## src/rtl/comet_ii_pkg.sv

```systemverilog
// Shared COMET II definitions: word width, sequencer state encodings and opcode constants.
package comet_ii_pkg;

    localparam int WORD_W = 16;

    typedef enum logic [2:0] {
        ST_IDLE  = 3'b000,
        ST_INIT  = 3'b001,
        ST_IFET1 = 3'b010,
        ST_IFET2 = 3'b011,
        ST_EXEC  = 3'b100,
        ST_WBACK = 3'b101
    } state_t;

    localparam logic [7:0] OP_NOP    = 8'h00;
    localparam logic [7:0] OP_LD     = 8'h10;
    localparam logic [7:0] OP_ST     = 8'h11;
    localparam logic [7:0] OP_LAD    = 8'h12;
    localparam logic [7:0] OP_LD_R   = 8'h14;
    localparam logic [7:0] OP_ADDA   = 8'h20;
    localparam logic [7:0] OP_SUBA   = 8'h21;
    localparam logic [7:0] OP_ADDL   = 8'h22;
    localparam logic [7:0] OP_SUBL   = 8'h23;
    localparam logic [7:0] OP_ADDA_R = 8'h24;
    localparam logic [7:0] OP_SUBA_R = 8'h25;
    localparam logic [7:0] OP_ADDL_R = 8'h26;
    localparam logic [7:0] OP_SUBL_R = 8'h27;
    localparam logic [7:0] OP_AND    = 8'h30;
    localparam logic [7:0] OP_OR     = 8'h31;
    localparam logic [7:0] OP_XOR    = 8'h32;
    localparam logic [7:0] OP_AND_R  = 8'h34;
    localparam logic [7:0] OP_OR_R   = 8'h35;
    localparam logic [7:0] OP_XOR_R  = 8'h36;
    localparam logic [7:0] OP_CPA    = 8'h40;
    localparam logic [7:0] OP_CPL    = 8'h41;
    localparam logic [7:0] OP_CPA_R  = 8'h44;
    localparam logic [7:0] OP_CPL_R  = 8'h45;
    localparam logic [7:0] OP_SLA    = 8'h50;
    localparam logic [7:0] OP_SRA    = 8'h51;
    localparam logic [7:0] OP_SLL    = 8'h52;
    localparam logic [7:0] OP_SRL    = 8'h53;
    localparam logic [7:0] OP_JMI    = 8'h61;
    localparam logic [7:0] OP_JNZ    = 8'h62;
    localparam logic [7:0] OP_JZE    = 8'h63;
    localparam logic [7:0] OP_JUMP   = 8'h64;
    localparam logic [7:0] OP_JPL    = 8'h65;
    localparam logic [7:0] OP_JOV    = 8'h66;
    localparam logic [7:0] OP_PUSH   = 8'h70;
    localparam logic [7:0] OP_POP    = 8'h71;
    localparam logic [7:0] OP_CALL   = 8'h80;
    localparam logic [7:0] OP_RET    = 8'h81;
    localparam logic [7:0] OP_SVC    = 8'hF0;

endpackage

```

## src/rtl/comet_ii_op_length.sv

```systemverilog
// Combinational opcode classifier: does the instruction carry an address word, and is it a known opcode.
module comet_ii_op_length
    import comet_ii_pkg::*;
(
    input  logic [7:0] op_code,
    output logic       two_word,
    output logic       legal
);

    always_comb begin
        two_word = 1'b0;
        legal    = 1'b1;
        case (op_code)
            OP_LD, OP_ST, OP_LAD,
            OP_ADDA, OP_SUBA, OP_ADDL, OP_SUBL,
            OP_AND, OP_OR, OP_XOR,
            OP_CPA, OP_CPL,
            OP_SLA, OP_SRA, OP_SLL, OP_SRL,
            OP_JMI, OP_JNZ, OP_JZE, OP_JUMP, OP_JPL, OP_JOV,
            OP_PUSH, OP_CALL, OP_SVC:
                two_word = 1'b1;
            OP_NOP, OP_LD_R,
            OP_ADDA_R, OP_SUBA_R, OP_ADDL_R, OP_SUBL_R,
            OP_AND_R, OP_OR_R, OP_XOR_R,
            OP_CPA_R, OP_CPL_R,
            OP_POP, OP_RET:
                two_word = 1'b0;
            default:
                legal = 1'b0;
        endcase
    end

endmodule

```

## src/rtl/comet_ii_fetch_sequencer.sv

```systemverilog
// COMET II fetch/state sequencer: owns PR, fetches 1-2 word instructions, drives decoder state.
// Optional feature: define COMET_II_ILLEGAL_TRAP_EN to trap unknown opcodes back to IDLE.
module comet_ii_fetch_sequencer
    import comet_ii_pkg::*;
#(
    parameter logic [WORD_W-1:0] RESET_PR = 16'h0000
) (
    input  logic              clk,
    input  logic              rst,
    input  logic              start,
    input  logic              start_addr_sel,
    input  logic [WORD_W-1:0] start_addr,
    input  logic              stop,
    output logic              mem_req,
    output logic [WORD_W-1:0] mem_addr,
    input  logic [WORD_W-1:0] mem_rdata,
    input  logic              mem_ack,
    input  logic              exec_done,
    input  logic              jump,
    input  logic [WORD_W-1:0] jump_target,
    output logic [2:0]        state,
    output logic [7:0]        op_code,
    output logic [7:0]        regs,
    output logic [WORD_W-1:0] adr,
    output logic              adr_en,
    output logic [WORD_W-1:0] pr,
    output logic              illegal
);

    state_t            state_q;
    logic [WORD_W-1:0] pr_q;
    logic [WORD_W-1:0] pr_inc;
    logic              two_word;
    logic              legal;
    logic              needs_adr;
    logic              fetch_ack;

    comet_ii_op_length u_op_length (
        .op_code  (mem_rdata[15:8]),
        .two_word (two_word),
        .legal    (legal)
    );

    // Only recognised two-word opcodes fetch an address word; unknown ones run as one-word.
    assign needs_adr = two_word & legal;
    assign pr_inc    = pr_q + 16'd1;
    assign fetch_ack = mem_req & mem_ack;

    assign state    = state_q;
    assign pr       = pr_q;
    assign mem_addr = pr_q;

`ifdef COMET_II_ILLEGAL_TRAP_EN
    logic illegal_q;
    assign illegal = illegal_q;
`else
    assign illegal = 1'b0;
`endif

    always_ff @(posedge clk) begin
        if (rst) begin
            state_q <= ST_IDLE;
            pr_q    <= '0;
            op_code <= '0;
            regs    <= '0;
            adr     <= '0;
            adr_en  <= 1'b0;
            mem_req <= 1'b0;
`ifdef COMET_II_ILLEGAL_TRAP_EN
            illegal_q <= 1'b0;
`endif
        end else begin
            case (state_q)
                ST_IDLE: begin
                    mem_req <= 1'b0;
                    if (start) state_q <= ST_INIT;
                end
                ST_INIT: begin
                    pr_q    <= start_addr_sel ? start_addr : RESET_PR;
                    adr_en  <= 1'b0;
                    mem_req <= 1'b1;
                    state_q <= ST_IFET1;
`ifdef COMET_II_ILLEGAL_TRAP_EN
                    illegal_q <= 1'b0;
`endif
                end
                ST_IFET1: begin
                    if (fetch_ack) begin
                        op_code <= mem_rdata[15:8];
                        regs    <= mem_rdata[7:0];
                        pr_q    <= pr_inc;
`ifdef COMET_II_ILLEGAL_TRAP_EN
                        if (!legal) begin
                            illegal_q <= 1'b1;
                            mem_req   <= 1'b0;
                            state_q   <= ST_IDLE;
                        end else
`endif
                        if (needs_adr) begin
                            state_q <= ST_IFET2;
                        end else begin
                            adr     <= '0;
                            adr_en  <= 1'b0;
                            mem_req <= 1'b0;
                            state_q <= ST_EXEC;
                        end
                    end
                end
                ST_IFET2: begin
                    if (fetch_ack) begin
                        adr     <= mem_rdata;
                        adr_en  <= 1'b1;
                        pr_q    <= pr_inc;
                        mem_req <= 1'b0;
                        state_q <= ST_EXEC;
                    end
                end
                ST_EXEC: begin
                    if (exec_done) begin
                        if (jump) pr_q <= jump_target;
                        state_q <= ST_WBACK;
                    end
                end
                ST_WBACK: begin
                    if (stop) begin
                        state_q <= ST_IDLE;
                    end else begin
                        mem_req <= 1'b1;
                        state_q <= ST_IFET1;
                    end
                end
                default: begin
                    mem_req <= 1'b0;
                    state_q <= ST_IDLE;
                end
            endcase
        end
    end

endmodule

```

## config.mk

```make
export PLATFORM = sky130hd
export DESIGN_NAME = comet_ii_fetch_sequencer
export DESIGN_NICKNAME = d
export VERILOG_FILES = /design/src/rtl/comet_ii_pkg.sv /design/src/rtl/comet_ii_op_length.sv /design/src/rtl/comet_ii_fetch_sequencer.sv
export SDC_FILE = /design/constraint.sdc
export NUM_CORES = 1
export LEC_CHECK = 0
export CAP_MARGIN = 20
export CORE_AREA = 10 10 115 117
export DETAILED_ROUTE_END_ITERATION = 8
export DIE_AREA = 0 0 125 127
export HOLD_SLACK_MARGIN = 0.1
export PLACE_DENSITY = 0.55
export RECOVER_POWER = 25
export SYNTH_ARGS = -nofsm -noshare
export SYNTH_HDL_FRONTEND = slang
export SYNTH_SLANG_ARGS = --single-unit
```

## constraint.sdc

```tcl
create_clock -name clk -period 5 [get_ports clk]
set_clock_uncertainty 0.1 [all_clocks]
set_input_delay 1.5 -clock clk [delete_from_list [all_inputs] [get_ports clk]]
set_output_delay 1.5 -clock clk [all_outputs]
set_load 0.05 [all_outputs]
```

Yosys cells after proc, flatten, opt, wreduce, memory -nomap -nowiden
Cells that the tools add are included.
{"block": "totals", "regBits": 53, "latch_bits": 0, "ramBits": 0, "romBits": 0, "in_bits": 56, "output_inout_bits": 70, "word_cells": 100, "memories": 0}
{"block": "op_classes", "add_sub_neg": 1, "n_mul": 0, "div": 0, "order_cmp": 0, "n_eq_ne": 50, "shifts": 0, "mux": 25, "n_bitwise": 3, "reduce_logical": 14}
{"cell": "8-bit by 7-bit == test with 1-bit output, second input constant", "n": 16}
{"cell": "8-bit by 6-bit == test with 1-bit output, second input constant", "n": 14}
{"cell": "16-bit two-way mux", "n": 7}
{"cell": "16-bit one-hot mux with 3 select lines", "n": 1}
{"cell": "38-bit OR reduction", "n": 1}
{"cell": "8-bit by 5-bit == test with 1-bit output, second input constant", "n": 4}
{"cell": "16-bit one-hot mux with 2 select lines", "n": 1}
{"cell": "25-bit OR reduction", "n": 1}
{"cell": "8-bit == test, second input constant", "n": 3}
{"cell": "3-bit one-hot mux with 6 select lines", "n": 1}
{"cell": "16-bit by 1-bit adder with 16-bit output, second input constant", "n": 1}
{"cell": "4-bit AND reduction", "n": 4}
{"cell": "3-bit two-way mux", "n": 5}
{"cell": "2-bit != test, second input constant", "n": 7}
{"cell": "8-bit zero test", "n": 1}
{"cell": "1-bit two-way mux", "n": 7}
{"cell": "3-bit by 2-bit == test with 1-bit output, second input constant", "n": 2}
{"cell": "3-bit == test, second input constant", "n": 2}
{"cell": "3-bit nonzero test", "n": 2}
{"cell": "1-bit one-hot mux with 5 select lines", "n": 1}
{"cell": "5-bit AND reduction", "n": 1}
{"cell": "3-bit by 1-bit == test with 1-bit output, second input constant", "n": 1}
{"cell": "3-bit zero test", "n": 1}
{"cell": "1-bit one-hot mux with 3 select lines", "n": 1}
{"cell": "other kinds (7)", "n": 8}

Longest topological paths before layout
{"block": "depth", "word_depth": 7, "ltp_mapped": 8, "mapped_depth_nobuf": 6}

Cells and area by module
Synthesis repeated with hierarchy kept, for this count alone.
{"block": "unflattened", "cells_unflattened": 427, "area_unflattened_um2": 3260.6}
{"module": "comet_ii_fetch_sequencer", "n_inst": 1, "cells_each": 386, "area_each_um2": 2975.4, "seq_area_each_um2": 1061.0}
{"module": "comet_ii_op_length", "n_inst": 1, "cells_each": 41, "area_each_um2": 285.3, "seq_area_each_um2": 0.0}

Worst setup path after synthesis
Ideal clock, no wire load.
{"block": "synth_path", "path_type": "input to register", "from": "in mem_rdata[12]", "to": "reg adr[10]", "setup_time_ps": 138, "arrival_time_ps": 2669, "required_ps": 4762, "slack_ps": 2093, "stages": 7, "n_path_buf": 2, "path_cell_list": "clkbuf_1 -> o21bai_1 -> a21oi_1 -> o311a_1 -> nand2_1 -> clkbuf_1 -> a211oi_1"}
{"block": "synth_between", "elab_chain_len": 6, "word_cells_on_any_way": 45, "cone_classes": "eq/ne (38); mux (2); bitwise (1); reduce/logical (4)"}
{"element": "start: declaration", "line_no": "comet_ii_fetch_sequencer.sv:16", "text": "input logic [WORD_W-1:0] mem_rdata,"}
{"element": "8-bit by 5-bit == test with 1-bit output (tied with other cells)", "line_no": "comet_ii_op_length.sv:13", "text": "case (op_code)"}
{"element": "38-bit OR reduction (no source line) or 25-bit OR reduction (tied branches)"}
{"element": "1-bit two-way mux", "line_no": "comet_ii_op_length.sv:13"}
{"element": "1-bit bitwise AND (*)", "line_no": "comet_ii_fetch_sequencer.sv:45", "text": "assign needs_adr = two_word & legal;"}
{"element": "2-bit != test (no source line) (*)"}
{"element": "4-bit AND reduction (no source line) (*)"}
{"element": "end signal: assignment", "line_no": "comet_ii_fetch_sequencer.sv:111", "text": "adr <= mem_rdata;"}
{"element": "end: declaration", "line_no": "comet_ii_fetch_sequencer.sv:24", "text": "output logic [WORD_W-1:0] adr,"}
Mark *: on every way between the ends. The rest lies on a longest branch, timed or not.
A chain may end at the register's enable or synchronous reset.

Worst setup path after layout
{"block": "layout_path", "from": "reg state_q[1], in the netlist state[1]", "to": "out state[1]"}
{"element": "start: declaration", "line_no": "comet_ii_fetch_sequencer.sv:30", "text": "state_t state_q;"}
{"element": "start signal: assignment", "line_no": "comet_ii_fetch_sequencer.sv:62", "text": "state_q <= ST_IDLE;"}
{"element": "start signal: assignment", "line_no": "comet_ii_fetch_sequencer.sv:76", "text": "if (start) state_q <= ST_INIT;"}
{"element": "start signal: assignment", "line_no": "comet_ii_fetch_sequencer.sv:82", "text": "state_q <= ST_IFET1;"}
{"element": "end: declaration", "line_no": "comet_ii_fetch_sequencer.sv:21", "text": "output logic [2:0] state,"}
No word-level cell between the ends.

==> impl_metrics.json <==
{
  "power_frac_seq": 0.386,
  "slew_viol_final": 0,
  "yosysTopAreaCell": "dfxtp_1",
  "numClockSinks": 53,
  "gp_congestion": 0.8006,
  "period_minus_slack_ns": 3.690,
  "setup_violations": 0,
  "netlist_instances": 381,
  "wl_microns": 10840,
  "maxClockFrequency_mhz": 271.0,
  "worst-path-buf-inv": 1,
  "fin_crit_sh": 0.7381,
  "maxSlewHeadroom": 0.4678,
  "insertion_delay_ns": 0.29,
  "synth_top_area_share": 0.3571,
  "yosysSeqAreaShare": 0.3571,
  "cpMaxStageDelayCell": "clkdlybuf4s50_1",
  "drtIter0Drc": 219,
  "syn_avg_cell_area_sq_um": 7.799,
  "wire_per_inst_microns": 17.78,
  "via_count": 3226,
  "crit_type": "register to primary output",
  "h-tree-depth": 2,
  "hold_buffers": 0,
  "postRouteAntennaNets": 0,
  "grt_max_degree": 59,
  "combPwrFrac": 0.316,
  "syn_area_sq_um": 2972,
  "synth_ff_type": "dfxtp_1",
  "yosysWarnings": 0,
  "synth_edf_count": 0,
  "max-cap-violations": 0,
  "die_h_microns": 127,
  "rsz0062_at_grt": "false",
  "rows": 39,
  "final_core_util": 0.3878,
  "io_buffers": 124,
  "netSwitchingPower_w": 0.0004565,
  "grt_pass1_wl_microns": 17190,
  "leakagePower_nw": 1.475,
  "cts_resized": 0,
  "setup_tns_ns": 0,
  "grt_overflow": 0,
  "synthArstFlopShare": 0,
  "ir_worst_vdd_v": 0.0001759,
  "grt.total_usage": 0.1294,
  "antenna_found_initial": 0,
  "cts_made_buffers": 5,
  "die-area_sq_um": 15880,
  "ys_ff_latch": 53,
  "ios": 126,
  "cp_max_fo": 25,
  "area_delta_synth_final_pct": 45.18,
  "post_cts_buffers": 0,
  "final_common_cell": "clkdlybuf4s50_1",
  "clk_path_buf_depth": 2,
  "setup_ws_ns": 1.310,
  "endpoint_kind": "primary output",
  "worstPathCellList": "clkdlybuf4s50_1",
  "intPower_w": 0.0007759,
  "worstPathArrival_ns": 2.09,
  "initial_utilization": 0.2671,
  "drive_gt1_frac": 0.03854,
  "start_kind": "register",
  "pre_cts_ws_ns": 1.166,
  "hold_viol_final": 0,
  "critPathTopFamily": "buffers and inverters",
  "grt_pass1_vias": 3079,
  "synth_cell_types": 53,
  "dp_hpwl_microns": 7934,
  "power_density_nw_per_um2": 285.7,
  "clk_pin_slew_ns": 0.08,
  "cts_tree": "built",
  "firstDrtPassIters": 5,
  "cp.required_ns": 3.40,
  "hold_class": "register to register",
  "cts_root_buf": "clkbuf_16",
  "viasPerCell": 5.289,
  "p_clk_frac": 0.298,
  "sw_frac_of_total": 0.3704,
  "cpPeakStageDelay_ns": 0.96,
  "nets": 523,
  "die_w_microns": 125,
  "outcome": "completed",
  "mostFrequentLayoutCells": "clkdlybuf4s50_1 (93), dfxtp_1 (53), a21oi_1 (48), nand2_1 (43), dlygate4sd3_1 (30)",
  "drc": 0,
  "num_antenna_cells": 0,
  "syn_nets": 438,
  "core_area_sq_um": 11130,
  "worst_slew_pin_slew_ns": 0.7966,
  "synth.top_cells.by_area": "dfxtp_1 (36%), a21oi_1 (8.1%), nand2_1 (5.4%)"
}
==> power groups by stage <==
| stage | Clock (W) | Sequential [W] | Combinational, W |
|---|---|---|---|
| 3_5_place_dp | 0 | 0.000485 | 0.000391 |
| 4_1_cts | 0.000384 | 0.000475 | 0.000392 |
| 5_1_grt | 0.000398 | 0.000481 | 0.000421 |
| 2_1_floorplan | 0 | 0.000534 | 0.000213 |
| 3_3_place_gp | 0 | 0.000484 | 0.000388 |
| 6_report | 0.000368 | 0.000475 | 0.000389 |
==> per-stage QoR <==
step | hold WS, ns | cells | power [W] | instance area (sq um)
4_1_cts | 0.3611 | 609 | 0.001251 | 4294
3_5_place_dp | 0.3490 | 601 | 0.0008757 | 4140
2_1_floorplan | 0.5733 | 381 | 0.0007466 | 2972
5_1_grt | 0.3706 | 610 | 0.001300 | 4314
3_3_place_gp | 0.3430 | 601 | 0.0008721 | 4140
6_report | 0.3566 | 610 | 0.001232 | 4314
==> synthesized netlist by cell type, drive strengths merged, types with 3 or more instances <==
cell type	n
nand3	7
a311oi	5
nor4	4
and2	3
o22ai	3
inv	6
nand2b	10
o21bai	3
nor2b	6
nor4bb	6
dfxtp	53
o21ai	20
a211oi	21
a21oi	48
nand4	4
nand2	43
a221oi	10
o32ai	4
nor2	22
clkbuf	23
buf	28
nor3	3
a31oi	17
==> final timing paths <==
kind | from | slack [ns] | to | cells after the start
worst min register to register | op_code[7] | 0.36 | op_code[7] | 2
worst max-delay path | state[1] | 1.31 | state[1] | 1
worst min-delay path | op_code[7] | 0.36 | op_code[7] | 2
worst max register to register | state[1] | 2.31 | mem_addr[2] | 5
==> routing by layer <==
layer | GRT usage | routed length (microns)
met3 | 0.05459 | 1248
met2 | 0.2006 | 4892
met1 | 0.1669 | 4662
met4 | 0.02033 | 40
met5 | 0 | 0
==> registers in the layout (all words and copies together), names as in the netlist <==
signal    flops
op_code       8
state         3
adr          16
adr_en        1
mem_addr     16
mem_req       1
regs          8
==> final cells by class <==
cell class,instances,area [sq um]
Clock buffer,5,125.1
Clock inverter,3,28.78
Fill cell,1135,6812
Inverter,6,22.52
Multi-Input combinational cell,271,1612
Sequential cell,53,1061
Tap cell,143,178.9
Timing Repair Buffer,129,1286
==> cell families (layout without fill, tap and decap cells) <==
kind of cell / after synthesis / count (layout) / share of synthesized area
buffers and inverters: 57 / 143 / 0.1006
other: 1 / 1 / 0.001262
and+or+nand+nor: 119 / 119 / 0.2059
adders and majority gates: 1 / 1 / 0.004210
AOI/OAI and AO/OA: 150 / 150 / 0.3309
DFF: 53 / 53 / 0.3571
Power figures use the tool's default switching activity.
